**src/rtl/bram_l17_ctrl.sv**
```systemverilog
// Fill-then-drain sequencer for the layer-17 activation buffer.
// Writes pixel pairs through both ports, then streams them back with valid/ready.
module bram_l17_ctrl #(
  parameter int unsigned N_BRAM = 8,
  parameter int unsigned AW     = 10
) (
  input  logic                 clk,
  input  logic                 rst_n,
  input  logic                 start,
  input  logic [AW-1:0]        num_pairs,
  input  logic                 in_valid,
  output logic                 in_ready,
  input  logic [N_BRAM*16-1:0] in_data1,
  input  logic [N_BRAM*16-1:0] in_data2,
  output logic                 out_valid,
  input  logic                 out_ready,
  output logic                 out_last,
  output logic [N_BRAM*16-1:0] out_data1,
  output logic [N_BRAM*16-1:0] out_data2,
  output logic [AW-1:0]        bram_addr1,
  output logic [AW-1:0]        bram_addr2,
  output logic [N_BRAM*16-1:0] bram_in1,
  output logic [N_BRAM*16-1:0] bram_in2,
  output logic                 bram_wr,
  input  logic [N_BRAM*16-1:0] bram_out1,
  input  logic [N_BRAM*16-1:0] bram_out2,
  output logic                 busy,
  output logic                 done
);

  localparam int unsigned DW = N_BRAM * 16;
  localparam int unsigned CW = AW - 1;

  typedef enum logic [2:0] {StIdle, StFill, StFlush, StPrime, StDrain} state_e;

  state_e          state_q, state_d;
  logic [AW-1:0]   n_q, n_d;
  logic [CW-1:0]   cnt_q, cnt_d;
  logic [CW-1:0]   rd_ptr_q, rd_ptr_d;
  logic [CW-1:0]   wp_q, wp_d;
  logic            wr_q, wr_d;
  logic [DW-1:0]   din1_q, din1_d;
  logic [DW-1:0]   din2_q, din2_d;

  logic [AW-1:0]   n_m1;
  logic            fill_last;
  logic            last_pair;
  logic            hs;
  logic [CW-1:0]   rd_sel;

  assign n_m1      = n_q - AW'(1);
  assign fill_last = ({1'b0, cnt_q} == n_m1);
  assign last_pair = ({1'b0, rd_ptr_q} == n_m1);
  assign hs        = (state_q == StDrain) & out_ready & ~last_pair;
  // Look one pair ahead on a handshake so the read lands for the next cycle.
  assign rd_sel    = rd_ptr_q + CW'(hs);

  always_comb begin
    state_d  = state_q;
    n_d      = n_q;
    cnt_d    = cnt_q;
    rd_ptr_d = rd_ptr_q;
    wp_d     = wp_q;
    wr_d     = 1'b0;
    din1_d   = din1_q;
    din2_d   = din2_q;
    unique case (state_q)
      StIdle: begin
        if (start && (num_pairs != '0)) begin
          n_d     = num_pairs;
          cnt_d   = '0;
          state_d = StFill;
        end
      end
      StFill: begin
        if (in_valid) begin
          wr_d   = 1'b1;
          wp_d   = cnt_q;
          din1_d = in_data1;
          din2_d = in_data2;
          cnt_d  = cnt_q + CW'(1);
          if (fill_last) begin
            state_d = StFlush;
          end
        end
      end
      StFlush: begin
        state_d = StPrime;
      end
      StPrime: begin
        rd_ptr_d = '0;
        state_d  = StDrain;
      end
      StDrain: begin
        if (out_ready) begin
          if (last_pair) begin
            state_d = StIdle;
          end else begin
            rd_ptr_d = rd_ptr_q + CW'(1);
          end
        end
      end
      default: state_d = StIdle;
    endcase
  end

  always_ff @(posedge clk or negedge rst_n) begin
    if (!rst_n) begin
      state_q  <= StIdle;
      n_q      <= '0;
      cnt_q    <= '0;
      rd_ptr_q <= '0;
      wp_q     <= '0;
      wr_q     <= 1'b0;
      din1_q   <= '0;
      din2_q   <= '0;
    end else begin
      state_q  <= state_d;
      n_q      <= n_d;
      cnt_q    <= cnt_d;
      rd_ptr_q <= rd_ptr_d;
      wp_q     <= wp_d;
      wr_q     <= wr_d;
      din1_q   <= din1_d;
      din2_q   <= din2_d;
    end
  end

  always_comb begin
    in_ready   = 1'b0;
    out_valid  = 1'b0;
    out_last   = 1'b0;
    out_data1  = '0;
    out_data2  = '0;
    bram_addr1 = '0;
    bram_addr2 = '0;
    bram_in1   = '0;
    bram_in2   = '0;
    bram_wr    = 1'b0;
    done       = 1'b0;
    busy       = (state_q != StIdle);
    unique case (state_q)
      StIdle: ;
      StFill, StFlush: begin
        in_ready   = (state_q == StFill);
        bram_wr    = wr_q;
        bram_addr1 = {wp_q, 1'b0};
        bram_addr2 = {wp_q, 1'b1};
        bram_in1   = din1_q;
        bram_in2   = din2_q;
      end
      StPrime: begin
        bram_addr1 = '0;
        bram_addr2 = AW'(1);
      end
      StDrain: begin
        out_valid  = 1'b1;
        out_last   = last_pair;
        out_data1  = bram_out1;
        out_data2  = bram_out2;
        bram_addr1 = {rd_sel, 1'b0};
        bram_addr2 = {rd_sel, 1'b1};
        done       = out_ready & last_pair;
      end
      default: ;
    endcase
  end

endmodule
```
**config.mk**
```make
export PLATFORM = sky130hd
export DESIGN_NAME = bram_l17_ctrl
export DESIGN_NICKNAME = d
export VERILOG_FILES = /design/src/rtl/bram_l17_ctrl.sv
export SDC_FILE = /design/constraint.sdc
export NUM_CORES = 1
export LEC_CHECK = 0
export BUFFER_PORTS_ARGS = -buffer_cell sky130_fd_sc_hd__buf_2
export CAP_MARGIN = 25
export CORE_AREA = 8 8 410 412
export CTS_BUF_LIST = sky130_fd_sc_hd__clkbuf_16
export CTS_CLUSTER_DIAMETER = 200
export DETAILED_ROUTE_END_ITERATION = 12
export DIE_AREA = 0 0 418 420
export PLACE_DENSITY = 0.34
export SLEW_MARGIN = 20
export SYNTH_ARGS = -nofsm -noshare
export SYNTH_HDL_FRONTEND = slang
export SYNTH_SLANG_ARGS = --single-unit
```
**constraint.sdc**
```tcl
create_clock -name clk -period 3.2 [get_ports clk]
set_input_delay 0.48 -clock clk [delete_from_list [all_inputs] [get_ports clk]]
set_output_delay 0.48 -clock clk [all_outputs]
set_load 0.02 [all_outputs]
```
======== After elaboration in Yosys (flattened, before gate mapping) ========
Cells that the tools add are included.
cells by class
  bitwise logic cells ..................... 4
  $add $sub $neg .......................... 4
  eq/ne operators ......................... 12
  reduce and logical (&&, ||, !) cells .... 12
  multiplexer cells ....................... 25
operator list
  cell                                                count
  2-to-1 mux 128 bit                                  4
  2-to-1 mux 9 bit                                    4
  case mux 9 bit (2 select lines)                     2
  case mux 10 bit (3 select lines)                    1
  == test 9 x 10 -> 1 bit                             2
  case mux 10 bit (2 select lines)                    1
  adder 9 x 1 -> 9 bit, second input constant         2
  2-to-1 mux 3 bit                                    5
  case mux 3 bit (5 select lines)                     1
  != test 2 bit, second input constant                6
  nonzero test 10 bit                                 1
  subtractor 10 x 1 -> 10 bit, second input constant  1
  adder 9 x 1 -> 9 bit                                1
  2-to-1 mux 1 bit                                    7
  == test 3 x 2 -> 1 bit, second input constant       2
  AND reduction 3 bit                                 2
  AND reduction 5 bit                                 1
  AND reduction 2 bit                                 2
  nonzero test 2 bit                                  2
  AND 1 bit                                           3
  == test 3 x 1 -> 1 bit, second input constant       1
  == test 3 bit, second input constant                1
  logical NOT 3 bit                                   1
  nonzero test 3 bit                                  1
  3 further kinds                                     3
word-level totals
  flip-flop bits (word level) ............. 297
  input port bits ......................... 527

======== Depth between registers and ports, before layout ========
  depth in word-level cells ............... 6
  mapped depth ............................ 15

======== Worst setup path after synthesis ========
OpenSTA, ideal clock, no wires.
  path kind ............................... reg-to-output
  from .................................... reg n_q[0]
  to ...................................... out bram_addr1[8]
  slack ................................... -0.540 ns
  cell stages (with the launch flop) ...... 16
  data required time ...................... 2.720 ns
  arrival ................................. 3.260 ns
  cells stage by stage .................... dfrtp_1 inv_1 ha_1 nor3b_1 nand3_1 xnor2_1 nor4_2 nand4_2 nand2_1 inv_1 ha_1 and3_1 nand3_1 nor2_1 xnor2_1 o21ai_0
between the ends
  longest elaborated chain between the ends .. 6
ends and longest elaborated chain
  item                              RTL line  text
  start: declaration                37        logic [AW-1:0] n_q, n_d;
  start signal: assignment          119       n_q <= n_d;
  subtractor 10 x 1 -> 10 bit       51        assign n_m1 = n_q - AW'(1);
  == test 9 x 10 -> 1 bit           53        assign last_pair = ({1'b0, rd_ptr_q} == n_m1);
  inverter 1 bit                    54        assign hs = (state_q == StDrain) & out_ready & ~last_pair;
  AND 1 bit                         54
  adder 9 x 1 -> 9 bit              56        assign rd_sel = rd_ptr_q + CW'(hs);
  case mux 10 bit (2 select lines)  142       unique case (state_q)
  end: declaration                  20        output logic [AW-1:0] bram_addr1,
No other way between the ends.

======== Worst setup path after layout ========
  from .................................... reg n_q[4]
  to ...................................... out bram_addr1[5]
Same word-level chain as after synthesis.

==> run summary <==
Status: finished, violations left
Failing checks: negative setup slack
Simple logic cell fraction of the synthesized area: 43.18%
Worst setup SP type: register
Max clock buf depth: 3
Post-synthesis adder-cell area fraction: 0.3990%
Yosys cell types: 48
Syn nets: 2522
DP Wirelength: 121100 um
Syn Area/Cell: 7.878 um2
Syn Inst Count: 1990
Prevailing post-synth register cell: dfrtp_1
Worst-Margin Slew: 0.9029 ns
Hold Path Class: in2reg
Initial antenna violation count: 86
Clock buffer count from CTS: 44
Number of flops mapped to enable cells by yosys: 0
Synth async-reset ratio: 100.0%
Clock Latency Late Sink: 0.63 ns
Gpl congestion: 1.125
Ratio of cells with drive above 1 in the final layout: 40.43%
#FFs+latches synth: 297
Crit path capture type: output port
Fin crit period: 3.980 ns
Reg2reg setup slack: 0.24 ns
Number of nets in the layout: 3662
Yosys warns: 0
Die area: 175600 um2
Max Fclk: 251.2 MHz
Lkg Pwr: 15.45 nW
First-pass DRT Iterations: 6
First-pass GRT wire length: 185600 um
Worst vdd ir: 0.4762 mV
CP arrival: 3.50 ns
Drt drc: 0
Final TNS setup: -13.29 ns
Post-Synthesis Cell Area: 15680 um2
Worst slack at placement: -0.2828 ns
Compound-gate portion of the synthesized area: 2.099%
XOR/XNOR share of the synthesized area: 1.844%
DRT iter0 DRCs: 1051
Fin cells: 5398
Port bufs: 1063
Area growth syn-to-layout: 72.77%
Endpoints failing setup: 20
Routed WL per cell: 26.78 um
Clk root buf: clkbuf_16
Max_slew headroom: 39.81%
Max-cap violations: 0
Clock skew: 0.05480 ns
Crit Path Class: reg2out
Die X: 418 um
Critical Path RT: 2.72 ns
Post-route ant nets: 0
Main combinational cell family by area after synthesis: simple AND/OR/NAND/NOR gates
RSZ-0062 raised after global routing: yes
Gr ovfl total: 0
Post-Place Cells: 5148
Fillers: 18.63k
Core Box Area: 161700 um2
Total via count in the routed design: 18.49k
Vias per inst: 3.426
Tot Pwr: 0.02694 W
Setup ws final: -0.7805 ns
Rows: 148
Vias in the first global route: 19.20k
Period utilization: 124.4%
Pwr dens: 994.7 nW/um2
Reg clk slew, reported paths: 0.06 ns
GRT Util Overall: 15.47%
Final Hold Fails: 0
Sequential area share after synthesis: 47.41%
Sink Count: 297
CTS tree: done
Max Slew Vio Count: 0
Ports: 1065
H-tree Lvls: 2
Largest net degree at the start of global routing: 114
Die Y: 420 um
Initial Util: 9.698%
Total Wirelength: 144600 um
Mux contribution to synthesized area: 0.9497%
CP Max Fanout: 3
-- final timing paths --
path                                    start             to  cells after the start
worst max-delay path                   n_q[4]  bram_addr1[5]                     15
worst min-delay path            in_data1[117]    din1_q[117]                      3
worst max register to register         n_q[4]     state_q[2]                     14
worst min register to register     din2_q[13]     din2_q[13]                      2
max in group asynchronous               rst_n        wp_q[7]                      3
min in group asynchronous               rst_n     din1_q[21]                      2
-- metrics by stage --
stage               hold slack [ns]  utilization, %  instance area [um2]
finish                      0.06959           16.75                27090
global route                0.01821           16.74                27060
CTS                      0.00007239           16.61                26860
detailed placement           0.4461           14.86                24030
global placement             0.4426           14.85                24000
floorplan                    0.1844               -                15790
-- where the power goes --
group | internal (W) | switching, W | leakage, nW
logic | 0.00502 | 0.0106 | 11.0
registers | 0.00542 | 0.000875 | 3.74
clock network | 0.00293 | 0.00207 | 0.734
-- timing repair --
| item | in CTS | in global routing |
|---|---|---|
| hold endpoints to repair | 143 | 0 |
| hold buffers | 99 | 0 |
| gates resized for setup | 61 | 18 |
| setup endpoints to repair | 23 | 20 |
| cloned | 2 | 0 |
| buffers inserted | 9 | 3 |
| pin swaps | 12 | 13 |
-- per-layer routing --
metal  track usage [%]  share of wire [%]  vias up
met2             30.26                 56      686
li1                  -                  -     8640
met4             5.658                3.8       36
met1             15.08                 33     8904
met5                 0               0.16        -
met3             4.878                7.0      227
-- layout by cell type (no fill, tap or decap), types with 6 or more instances in the layout --
master | netlist | layout
buf_4 | 1 | 70
buf_12 | 0 | 10
xor2_1 | 14 | 11
and3_1 | 258 | 257
o21ai_0 | 28 | 11
and2_1 | 260 | 260
nor2_1 | 22 | 16
dlygate4sd3_1 | 0 | 99
mux2i_1 | 7 | 7
inv_1 | 6 | 10
nand2_1 | 834 | 831
mux2_2 | 7 | 7
buf_2 | 1 | 1042
nor2_4 | 0 | 6
clkbuf_16 | 0 | 44
clkinv_2 | 0 | 10
nand4_1 | 11 | 11
xnor2_1 | 19 | 15
dfrtp_1 | 297 | 296
o21ai_2 | 0 | 14
clkinv_1 | 1 | 9
buf_6 | 1 | 26
diode_2 | 0 | 57
-- synth_stat cells (4+ instances only) --
| master | n | area share (%) |
|---|---|---|
| nand3_1 | 5 | 0.16 |
| a31oi_1 | 4 | 0.16 |
| or3_1 | 4 | 0.16 |
| mux2i_1 | 7 | 0.45 |
| inv_1 | 6 | 0.14 |
| or4_1 | 5 | 0.24 |
| nand2_1 | 834 | 20 |
| clkbuf_1 | 156 | 3.7 |
| dfrtp_1 | 297 | 47 |
| nand4_1 | 11 | 0.44 |
| and2_1 | 260 | 10 |
| and3_1 | 258 | 10 |
| ha_1 | 5 | 0.40 |
| mux2_2 | 7 | 0.50 |
| xor2_1 | 14 | 0.78 |
| a22o_1 | 4 | 0.22 |
| nor2_1 | 22 | 0.53 |
| xnor2_1 | 19 | 1.1 |
| o21ai_0 | 28 | 0.89 |
-- critical path: stages, from the launching register on --
cell and delay [ns]:
dfrtp_1 0.37, or4_4 0.55, or4_4 0.50, nand4_1 0.14, nor4_2 0.06, nand4_2 0.10
nand2_2 0.08, inv_4 0.08, ha_4 0.14, ha_4 0.13, buf_4 0.11, nand2_4 0.05
buf_6 0.14, xor2_4 0.15, o21ai_2 0.14, buf_6 0.14
-- logic make-up after synthesis --
kind of cell,after synthesis
AO/OA/AOI/OAI,52
XOR/XNOR,33
adder cells (fa/ha/maj),5
buffers and inverters,168
flip-flops,297
multiplexers,14
other,1
AND/OR/NAND/NOR,1420
-- flip-flops by register name, summed over array words and instances, names as in the netlist --
register	count
cnt_q	9
din1_q	128
din2_q	128
n_q	10
rd_ptr_q	9
state_q	3
wp_q	9
wr_q	1
-- layout make-up --
| class | count | area, um2 | area share, % |
|---|---|---|---|
| Multi-Input combinational cell | 1525 | 7891 | 29.13 |
| Sequential cell | 297 | 7436 | 27.45 |
| Timing Repair Buffer | 1254 | 7402 | 27.33 |
| Tap cell | 2175 | 2721 | 10.05 |
| Clock buffer | 44 | 1101 | 4.065 |
| Clock inverter | 38 | 351.6 | 1.298 |
| Antenna cell | 57 | 142.6 | 0.5266 |
| Inverter | 8 | 40.04 | 0.1478 |
(Power assumes the default switching activity.)
